## config.mk

```make
export PLATFORM = sky130hd
export DESIGN_NAME = return_stack
export DESIGN_NICKNAME = d
export VERILOG_FILES = /design/src/rtl/stack_pkg.sv /design/src/rtl/stack_ptr_next.sv /design/src/rtl/return_stack.sv
export SDC_FILE = /design/constraint.sdc
export NUM_CORES = 1
export LEC_CHECK = 0
export BUFFER_PORTS_ARGS = -buffer_cell sky130_fd_sc_hd__buf_2
export CORE_ASPECT_RATIO = 0.75
export CORE_UTILIZATION = 45
export DETAILED_ROUTE_END_ITERATION = 10
export MAX_ROUTING_LAYER = met4
export PLACE_DENSITY_LB_ADDON = 0.05
export SETUP_SLACK_MARGIN = 0.02
export SLEW_MARGIN = 15
export SYNTH_ARGS = -nofsm -noshare
export SYNTH_HDL_FRONTEND = slang
export SYNTH_HIERARCHICAL = 1
export SYNTH_SLANG_ARGS = --single-unit
```

## constraint.sdc

```tcl
create_clock -name clk -period 3.7 [get_ports clk]
set_input_delay 0.185 -clock clk [delete_from_list [all_inputs] [get_ports clk]]
set_output_delay 0.185 -clock clk [all_outputs]
set_load 0.005 [all_outputs]
```

## src/rtl/stack_pkg.sv

```systemverilog
// Shared definitions for the return stack: operation encoding and count-width helper.
package stack_pkg;

  typedef enum logic [1:0] {
    OP_NOP     = 2'b00,
    OP_POP     = 2'b01,
    OP_PUSH    = 2'b10,
    OP_REPLACE = 2'b11
  } stack_op_e;

  // The count must represent 0..depth inclusive, hence one bit more than the address.
  function automatic int ptr_width(input int depth);
    return $clog2(depth) + 1;
  endfunction

endpackage

```

## src/rtl/stack_ptr_next.sv

```systemverilog
// Combinational next-count / write-address logic for the return stack.
module stack_ptr_next
  import stack_pkg::*;
#(
  parameter int DEPTH = 32,
  parameter int PTR_W = ptr_width(DEPTH)
) (
  input  logic [PTR_W-1:0] i_count,
  input  logic             i_push,
  input  logic             i_pop,
  input  logic             i_clear,
  input  logic             i_empty,
  input  logic             i_full,
  output logic [PTR_W-1:0] o_count_next,
  output logic             o_wr_en,
  output logic [PTR_W-2:0] o_wr_addr,
  output logic             o_overflow_pulse,
  output logic             o_underflow_pulse
);

  localparam int AW = PTR_W - 1;

  stack_op_e        w_op;
  logic [PTR_W-1:0] w_count_inc;
  logic [PTR_W-1:0] w_count_dec;

  assign w_count_inc = i_count + 1'b1;
  assign w_count_dec = i_count - 1'b1;

  // A replace on an empty stack has no top to overwrite, so it degrades to a push.
  always_comb begin
    w_op = stack_op_e'({i_push, i_pop});
    if (w_op == OP_REPLACE && i_empty) begin
      w_op = OP_PUSH;
    end
  end

  always_comb begin
    o_count_next      = i_count;
    o_wr_en           = 1'b0;
    o_wr_addr         = i_count[AW-1:0];
    o_overflow_pulse  = 1'b0;
    o_underflow_pulse = 1'b0;
    if (i_clear) begin
      o_count_next = '0;
    end else begin
      case (w_op)
        OP_PUSH: begin
          if (i_full) begin
            o_overflow_pulse = 1'b1;
          end else begin
            o_wr_en      = 1'b1;
            o_wr_addr    = i_count[AW-1:0];
            o_count_next = w_count_inc;
          end
        end
        OP_POP: begin
          if (i_empty) begin
            o_underflow_pulse = 1'b1;
          end else begin
            o_count_next = w_count_dec;
          end
        end
        OP_REPLACE: begin
          o_wr_en   = 1'b1;
          o_wr_addr = w_count_dec[AW-1:0];
        end
        default: ;
      endcase
    end
  end

endmodule

```

## src/rtl/return_stack.sv

```systemverilog
// LIFO return stack with combinational top-of-stack read and sticky error flags.
module return_stack
  import stack_pkg::*;
#(
  parameter int DATA_W = 8,
  parameter int DEPTH  = 32,
  parameter int PTR_W  = ptr_width(DEPTH)
) (
  input  logic              clk,
  input  logic              reset,
  input  logic              push,
  input  logic              pop,
  input  logic              clear,
  input  logic [DATA_W-1:0] din,
  output logic [DATA_W-1:0] top,
  output logic [PTR_W-1:0]  count,
  output logic              empty,
  output logic              full,
  output logic              overflow,
  output logic              underflow
);

  localparam int AW = PTR_W - 1;

  logic [DATA_W-1:0] r_mem [DEPTH];
  logic [PTR_W-1:0]  r_count;
  logic              r_overflow;
  logic              r_underflow;

  logic [PTR_W-1:0]  w_count_next;
  logic              w_wr_en;
  logic [AW-1:0]     w_wr_addr;
  logic              w_overflow_pulse;
  logic              w_underflow_pulse;
  logic [PTR_W-1:0]  w_top_ptr;

  assign empty = (r_count == '0);
  assign full  = (r_count == PTR_W'(DEPTH));

  stack_ptr_next #(
    .DEPTH (DEPTH),
    .PTR_W (PTR_W)
  ) u_ptr_next (
    .i_count           (r_count),
    .i_push            (push),
    .i_pop             (pop),
    .i_clear           (clear),
    .i_empty           (empty),
    .i_full            (full),
    .o_count_next      (w_count_next),
    .o_wr_en           (w_wr_en),
    .o_wr_addr         (w_wr_addr),
    .o_overflow_pulse  (w_overflow_pulse),
    .o_underflow_pulse (w_underflow_pulse)
  );

  always_ff @(posedge clk) begin
    if (reset) begin
      r_count     <= '0;
      r_overflow  <= 1'b0;
      r_underflow <= 1'b0;
    end else begin
      r_count <= w_count_next;
      if (w_overflow_pulse) begin
        r_overflow <= 1'b1;
      end
      if (w_underflow_pulse) begin
        r_underflow <= 1'b1;
      end
    end
  end

  // Storage is never reset; a write coinciding with reset is dropped with the rest of the op.
  always_ff @(posedge clk) begin
    if (!reset && w_wr_en) begin
      r_mem[w_wr_addr] <= din;
    end
  end

  assign w_top_ptr = r_count - 1'b1;
  assign top       = empty ? '0 : r_mem[w_top_ptr[AW-1:0]];
  assign count     = r_count;
  assign overflow  = r_overflow;
  assign underflow = r_underflow;

endmodule

```

---- Yosys cells after proc, flatten, opt, wreduce, memory -nomap -nowiden ----
Memory sizes are Yosys's and may differ from the RTL's.
Cells that the tools add are included.
storage, ports and cells
  memories ................................ 1
  bits in registers ....................... 8
  RAM bits ................................ 256
  bits of input ports ..................... 13
  ROM bits ................................ 0
  output and inout port bits .............. 18
  latch bits .............................. 0
cells by class
  div/mod/pow operators ................... 0
  add/sub/neg operators ................... 2
  order comparisons ....................... 0
  bitwise logic cells ..................... 0
  $mul .................................... 0
  muxes and demuxes ....................... 18
  shifts and indexed selects .............. 0
  reductions and logical operators ........ 7
  equality and inequality tests ........... 7
memory list
  name   depth  bits a word  rd ports  clocked after Yosys merged registers in  write ports  line                source
  r_mem  32     8            1         0                                        1            return_stack.sv:25  logic [DATA_W-1:0] r_mem [DEPTH];
operators with widths
  kind                 number
  $mux 6               2
  $pmux 6 s2           1
  $mux 1               10
  $mux 5               2
  $mux 8               1
  $add 6x1->6 const B  1
  $eq 2x2->1 const B   3
  $eq 6x6->1 const B   1
  $logic_not 6->1      1
  $sub 6x1->6 const B  1
  $ne 2x2->1 const B   2
  $reduce_and 3->1     1
  $eq 2x1->1 const B   1
  $logic_and 1x1->1    2
  $mux 2               1
  $pmux 1 s2           1
  $reduce_bool 2->1    1
  $reduce_or 2->1      1
  $logic_not 1->1      1

---- Logic depth before layout (Yosys ltp) ----
  word-level depth ........................ 9
  mapped depth ............................ 17
  depth with buffers taken out ............ 13

---- By module ----
Netlist, hierarchy kept.
by module, submodules not included
  module          seq. area each (µm²)  instances  cells each  area an instance (µm²)
  return_stack    7847.5                1          611         10468.8
  stack_ptr_next  0.0                   1          80          553.0

---- Worst setup path before layout ----
OpenSTA, ideal clock, no wires.
  kind .................................... reg-to-reg
  from .................................... register r_count[0], in the netlist count[0]
  to ...................................... memory r_mem[11][0], enable pin
  cell stages (with the launch flop) ...... 17
  clock period less this slack ............ 4.064 ns
  buffers on the path ..................... 4
  data required time ...................... 3.330 ns
  arrival ................................. 3.694 ns
  slack ................................... -0.364 ns
  setup time .............................. 0.370 ns
  cells stage by stage .................... dfxtp_1 buf_2 buf_6 buf_2 clkbuf_1 inv_1 ha_1 nor4bb_1 nand2_1 nand2_1 inv_1 ha_1 nand2b_1 or2b_1 xnor2_1 or3b_2 nor2_1
RTL lines
  element                   line                  source
  start: declaration        return_stack.sv:26    logic [PTR_W-1:0] r_count;
  start signal: assignment  return_stack.sv:63    r_count <= w_count_next;
  $logic_not 6->1           return_stack.sv:37    assign empty = (r_count == '0);
  named net empty           return_stack.sv:17    output logic empty,
  $logic_and 1x1->1         stack_ptr_next.sv:33  if (w_op == OP_REPLACE && i_empty) begin
  $mux 2                    stack_ptr_next.sv:33
  $eq 2x2->1                stack_ptr_next.sv:47  case (w_op)
  $mux 5                    --
  $mux 5                    stack_ptr_next.sv:44  if (i_clear) begin
  named net w_wr_addr[3]    return_stack.sv:32    logic [AW-1:0] w_wr_addr;
  end: declaration          return_stack.sv:25
The timed path passes the listed nets, and every way through them passes these cells.

---- Worst setup path after layout ----
  from .................................... register r_count[2], in the netlist count[2]
  to ...................................... memory r_mem[12][5], enable pin
on the way
  cells in the longest elaborated chain, start to end .. 9
ends and longest elaborated chain
  element                           line                  source
  $logic_not 6->1                   return_stack.sv:37
  $logic_and 1x1->1                 stack_ptr_next.sv:33
  $mux 2                            stack_ptr_next.sv:33
  $eq 2x2->1                        stack_ptr_next.sv:47
  $pmux 1 s2 (*)                    stack_ptr_next.sv:47
  $mux 1 (*)                        stack_ptr_next.sv:44
  named net w_wr_en                 return_stack.sv:31    logic w_wr_en;
  $logic_and 1x1->1 (*)             return_stack.sv:75    if (!reset && w_wr_en) begin
  $mux 1 (*)                        return_stack.sv:75
  $mux 1 (not written as such) (*)  return_stack.sv:76    r_mem[w_wr_addr] <= din;
Mark *: on every way through the listed nets, which the timed path passes. The rest lies on a longest branch.

==> key figures <==
Outcome
  – Status: completed

Yosys
  – Net Count, Synth: 711
  – Main area contributors after synthesis: edfxtp_1 70%, mux2_2 6.3%, mux2i_1 2.9%
  – Dominant synthesized flop cell: edfxtp_1
  – Mapped Avg Cell Area: about 16 sq um
  – Ys Warns: 6
  – Synth cell count leaders: 256 x edfxtp_1, 62 x mux2_2, 49 x nor2_1, 38 x nor2b_1
  – Synthesized instance count: 691
  – EDFF count, synth: 256
  – Flops & latches, synth: roughly 260
  – Post-synthesis cell area: 11000 sq um
  – Share of the synthesized area in the top cell type: about 70%
  – Synth area leader: edfxtp_1
  – Sequential share of the synthesized area: 71.2%
  – Async SR Flop Fraction: 0%
  – Top-count cell post-synth: edfxtp_1
  – Distinct cell type count after synthesis: between 50 and 60

Power
  – Clk pwr share: between 40% and 50%
  – Leak Pwr: roughly 4.0 nW
  – Part of the power in registers: a little over half
  – Power per Cell Area: about 500 nW/um^2
  – Peak VDD IR: ~0.38 mV
  – Internal power: between 4 and 5 mW
  – Sw Share: between 20% and 30%
  – Comb power frac: 4.3%
  – Switching pwr: 1.26 mW

Worst setup path
  – CP arrival: between 3 and 4 ns
  – Crit path kind: reg -> reg
  – Worst reg2reg startpoint: count[2]
  – Crit path buf inv count: 0
  – Slowest stage delay, CP: between 0.6 and 0.7 ns
  – Crit path depth: 11
  – Reg-to-reg endpoint: r_mem[12][5]
  – Crit end category: flip-flop
  – Worst Setup Start Kind: flip-flop
  – Reg-to-reg slack, setup: between 0.15 and 0.2 ns
  – Worst-path maximum fanout: 8
  – Register-to-Register Path Depth: 11
  – Cell chain of the critical path: nor2_1 -> nor4bb_4 -> nand2_1 -> nand2_1 -> ha_1 -> and2b_4 -> nor2_1 -> nor3_1 -> nand2b_1 -> or3_1 -> nor2_2
  – Critical Path Slowest Stage Cell: or3_1
  – Worst setup path endpoint: r_mem[12][5]
  – Req. time, crit path: 3.87 ns
  – CP delay by family, top: simple AND/OR/NAND/NOR gates
  – CP Launch Point: count[2]

Placement
  – Hpwl dp: about 16 mm
  – Port bufs: 30
  – GP Congestion: around 0.84

Routing
  – Vias: 6203
  – Pre-Repair DR Iteration Count: 4
  – Routed vias/inst: 5.62
  – WL final: between 20 and 30 mm
  – DRC: 0
  – Initial drt markers: ~470
  – WL per Instance: about 24 um
  – Routed Antenna Nets: 0

Clock network
  – Clock root cell: clkbuf_16
  – TritonCTS buffer count: 27
  – Worst skew pair latency: 0.53 ns
  – Clk buf depth: 3
  – H-tree depth: 1
  – Clock sinks: approximately 260
  – CTS tree: done
  – Clock Pin Slew Worst Setup and Hold Paths: roughly 0.060 ns

STA
  – RSZ-0062 raised after global routing: yes
  – WHS: 0.0936 ns
  – Period utilisation layout: around 96%
  – Number of setup violations in the final report: 0
  – Worst-Margin Slew: 0.877 ns
  – Period minus WS final: 3.53 ns
  – Final TNS setup: 0 ns
  – Relative slew margins: about 40%
  – Max Fclk: ~280 MHz
  – Final Max Slew Viols: 0
  – Layout Skew: around 0.009 ns
  – Number of hold violations in the final report: 0

Floorplan
  – Chip height: 138 um
  – Die area: 25100 sq um
  – Io pins: 31
  – Die W: 183 um
  – Rows: 49
  – Core ar.: about 24000 sq um
  – Starting density of the core: a little under half

Finish
  – Multi-input logic area: 3030 sq um
  – Area Growth Syn to Fin: 14.9%
  – Nets: 776
  – Layout cell share with drive strength beyond 1: 25.8%
  – # fillers: about 2k
  – Diode count: 0
  – Reg area: roughly 8000 sq um

Job
  – Max-cap viol count: 0

Global route
  – Total grt overflow: 0
  – Total Routing Usage GR: between 20% and 30%
  – Initial antenna violation count: 0
  – First-pass GRT wire length: 39.2 mm
  – Largest net degree at the start of global routing: roughly 170
  – Vias in the first global route: ~6.2k

Min path
  – HP Class: in -> reg
## flip-flops by register name, indices dropped and copies added, names as in the netlist
| signal | flops |
|---|---|
| r_mem | 256 |
| underflow | 1 |
| count | 6 |
| overflow | 1 |
## worst min-delay path by stage
| stage | startpoint | cells past startpoint | end | slack, ns |
|---|---|---|---|---|
| after CTS | clear | 3 | count[0] | 0.08 |
| after floorplan | din[0] | 0 | r_mem[0][0] | 0.28 |
| after detailed placement | underflow | 2 | underflow | 0.45 |
| after global placement | overflow | 2 | overflow | 0.46 |
| after global routing | clear | 3 | count[3] | 0.09 |
| final | clear | 3 | count[1] | 0.09 |
## per-layer routing
layer,track usage [%],routed length [um],vias up,share of wire [%]
li1,-,-,2869,-
met4,6.49,728,0,2.7
met1,31.3,12600,3137,48
met5,-,0,-,0
met3,2.99,1070,57,4.0
met2,34.4,12100,140,46
## cells in the final DEF, fill, tap and decap left out, types with 6 or more instances in the layout
cell / count
ha_1: 7
nand2b_1: 9
buf_4: 42
nor2_1: 38
dfxtp_1: 7
nand2_1: 16
a211oi_1: 32
edfxtp_1: 256
or4_1: 8
nor2_2: 7
mux2_2: 62
mux2i_1: 32
a2111oi_0: 28
o22ai_1: 31
buf_2: 30
inv_1: 6
nor2b_1: 38
clkbuf_16: 27
## tightest hold or removal path, cell delays in order
cell and delay (ns):
buf_2 0.17, nor2_1 0.10, nor2b_1 0.12
## what timing repair did
| action | in CTS | in global routing |
|---|---|---|
| endpoints found under the setup margin | 2 | 63 |
| buffers inserted | 0 | 0 |
| endpoints found under the hold margin | 8 | 0 |
| hold buffers | 1 | 0 |
| pin swaps | 0 | 0 |
| gates resized for setup | 2 | 4 |
## logic make-up (layout without fill, tap and decap cells)
family | count (synthesis) | in the layout | share of synthesized area (%)
buf+inv | 44 | 125 | 2.01
simple gates | 153 | 153 | 7.76
fa+ha+maj | 7 | 7 | 0.795
mux | 96 | 96 | 9.65
xor+xnor | 9 | 9 | 0.715
compound gates | 118 | 118 | 7.87
flops | 264 | 264 | 71.2
## stage by stage
| step | power (mW) | cells | util [%] | setup slack (ns) | instance area [sq um] |
|---|---|---|---|---|---|
| floorplan | 3.49 | 691 | - | 0.0236 | 11100 |
| global placement | 3.61 | 1057 | 49.1 | 0.330 | 11800 |
| detailed placement | 3.61 | 1057 | 49.1 | 0.245 | 11800 |
| CTS | 6.21 | 1103 | 52.6 | 0.0207 | 12600 |
| global route | 6.35 | 1103 | 52.7 | -0.0839 | 12700 |
| finish | 6.16 | 1103 | 52.7 | 0.166 | 12700 |
## layout make-up
| type | count | share of cell area, % |
|---|---|---|
| Tap cell | 331 | 3.27 |
| Clock buffer | 32 | 5.49 |
| Inverter | 6 | 0.178 |
| Clock inverter | 13 | 1.12 |
| Timing Repair Buffer | 74 | 3.97 |
| Multi-Input combinational cell | 383 | 24.0 |
| Sequential cell | 264 | 62.0 |
## power by group through the flow
stage          clock, mW  combinational, mW  sequential (mW)
2_1_floorplan          0              0.148             3.35
6_report            2.62              0.267             3.28
4_1_cts             2.66              0.270             3.28
3_5_place_dp           0              0.269             3.35
3_3_place_gp           0              0.267             3.35
5_1_grt             2.78              0.289             3.28
Power figures use the tool's default switching activity.
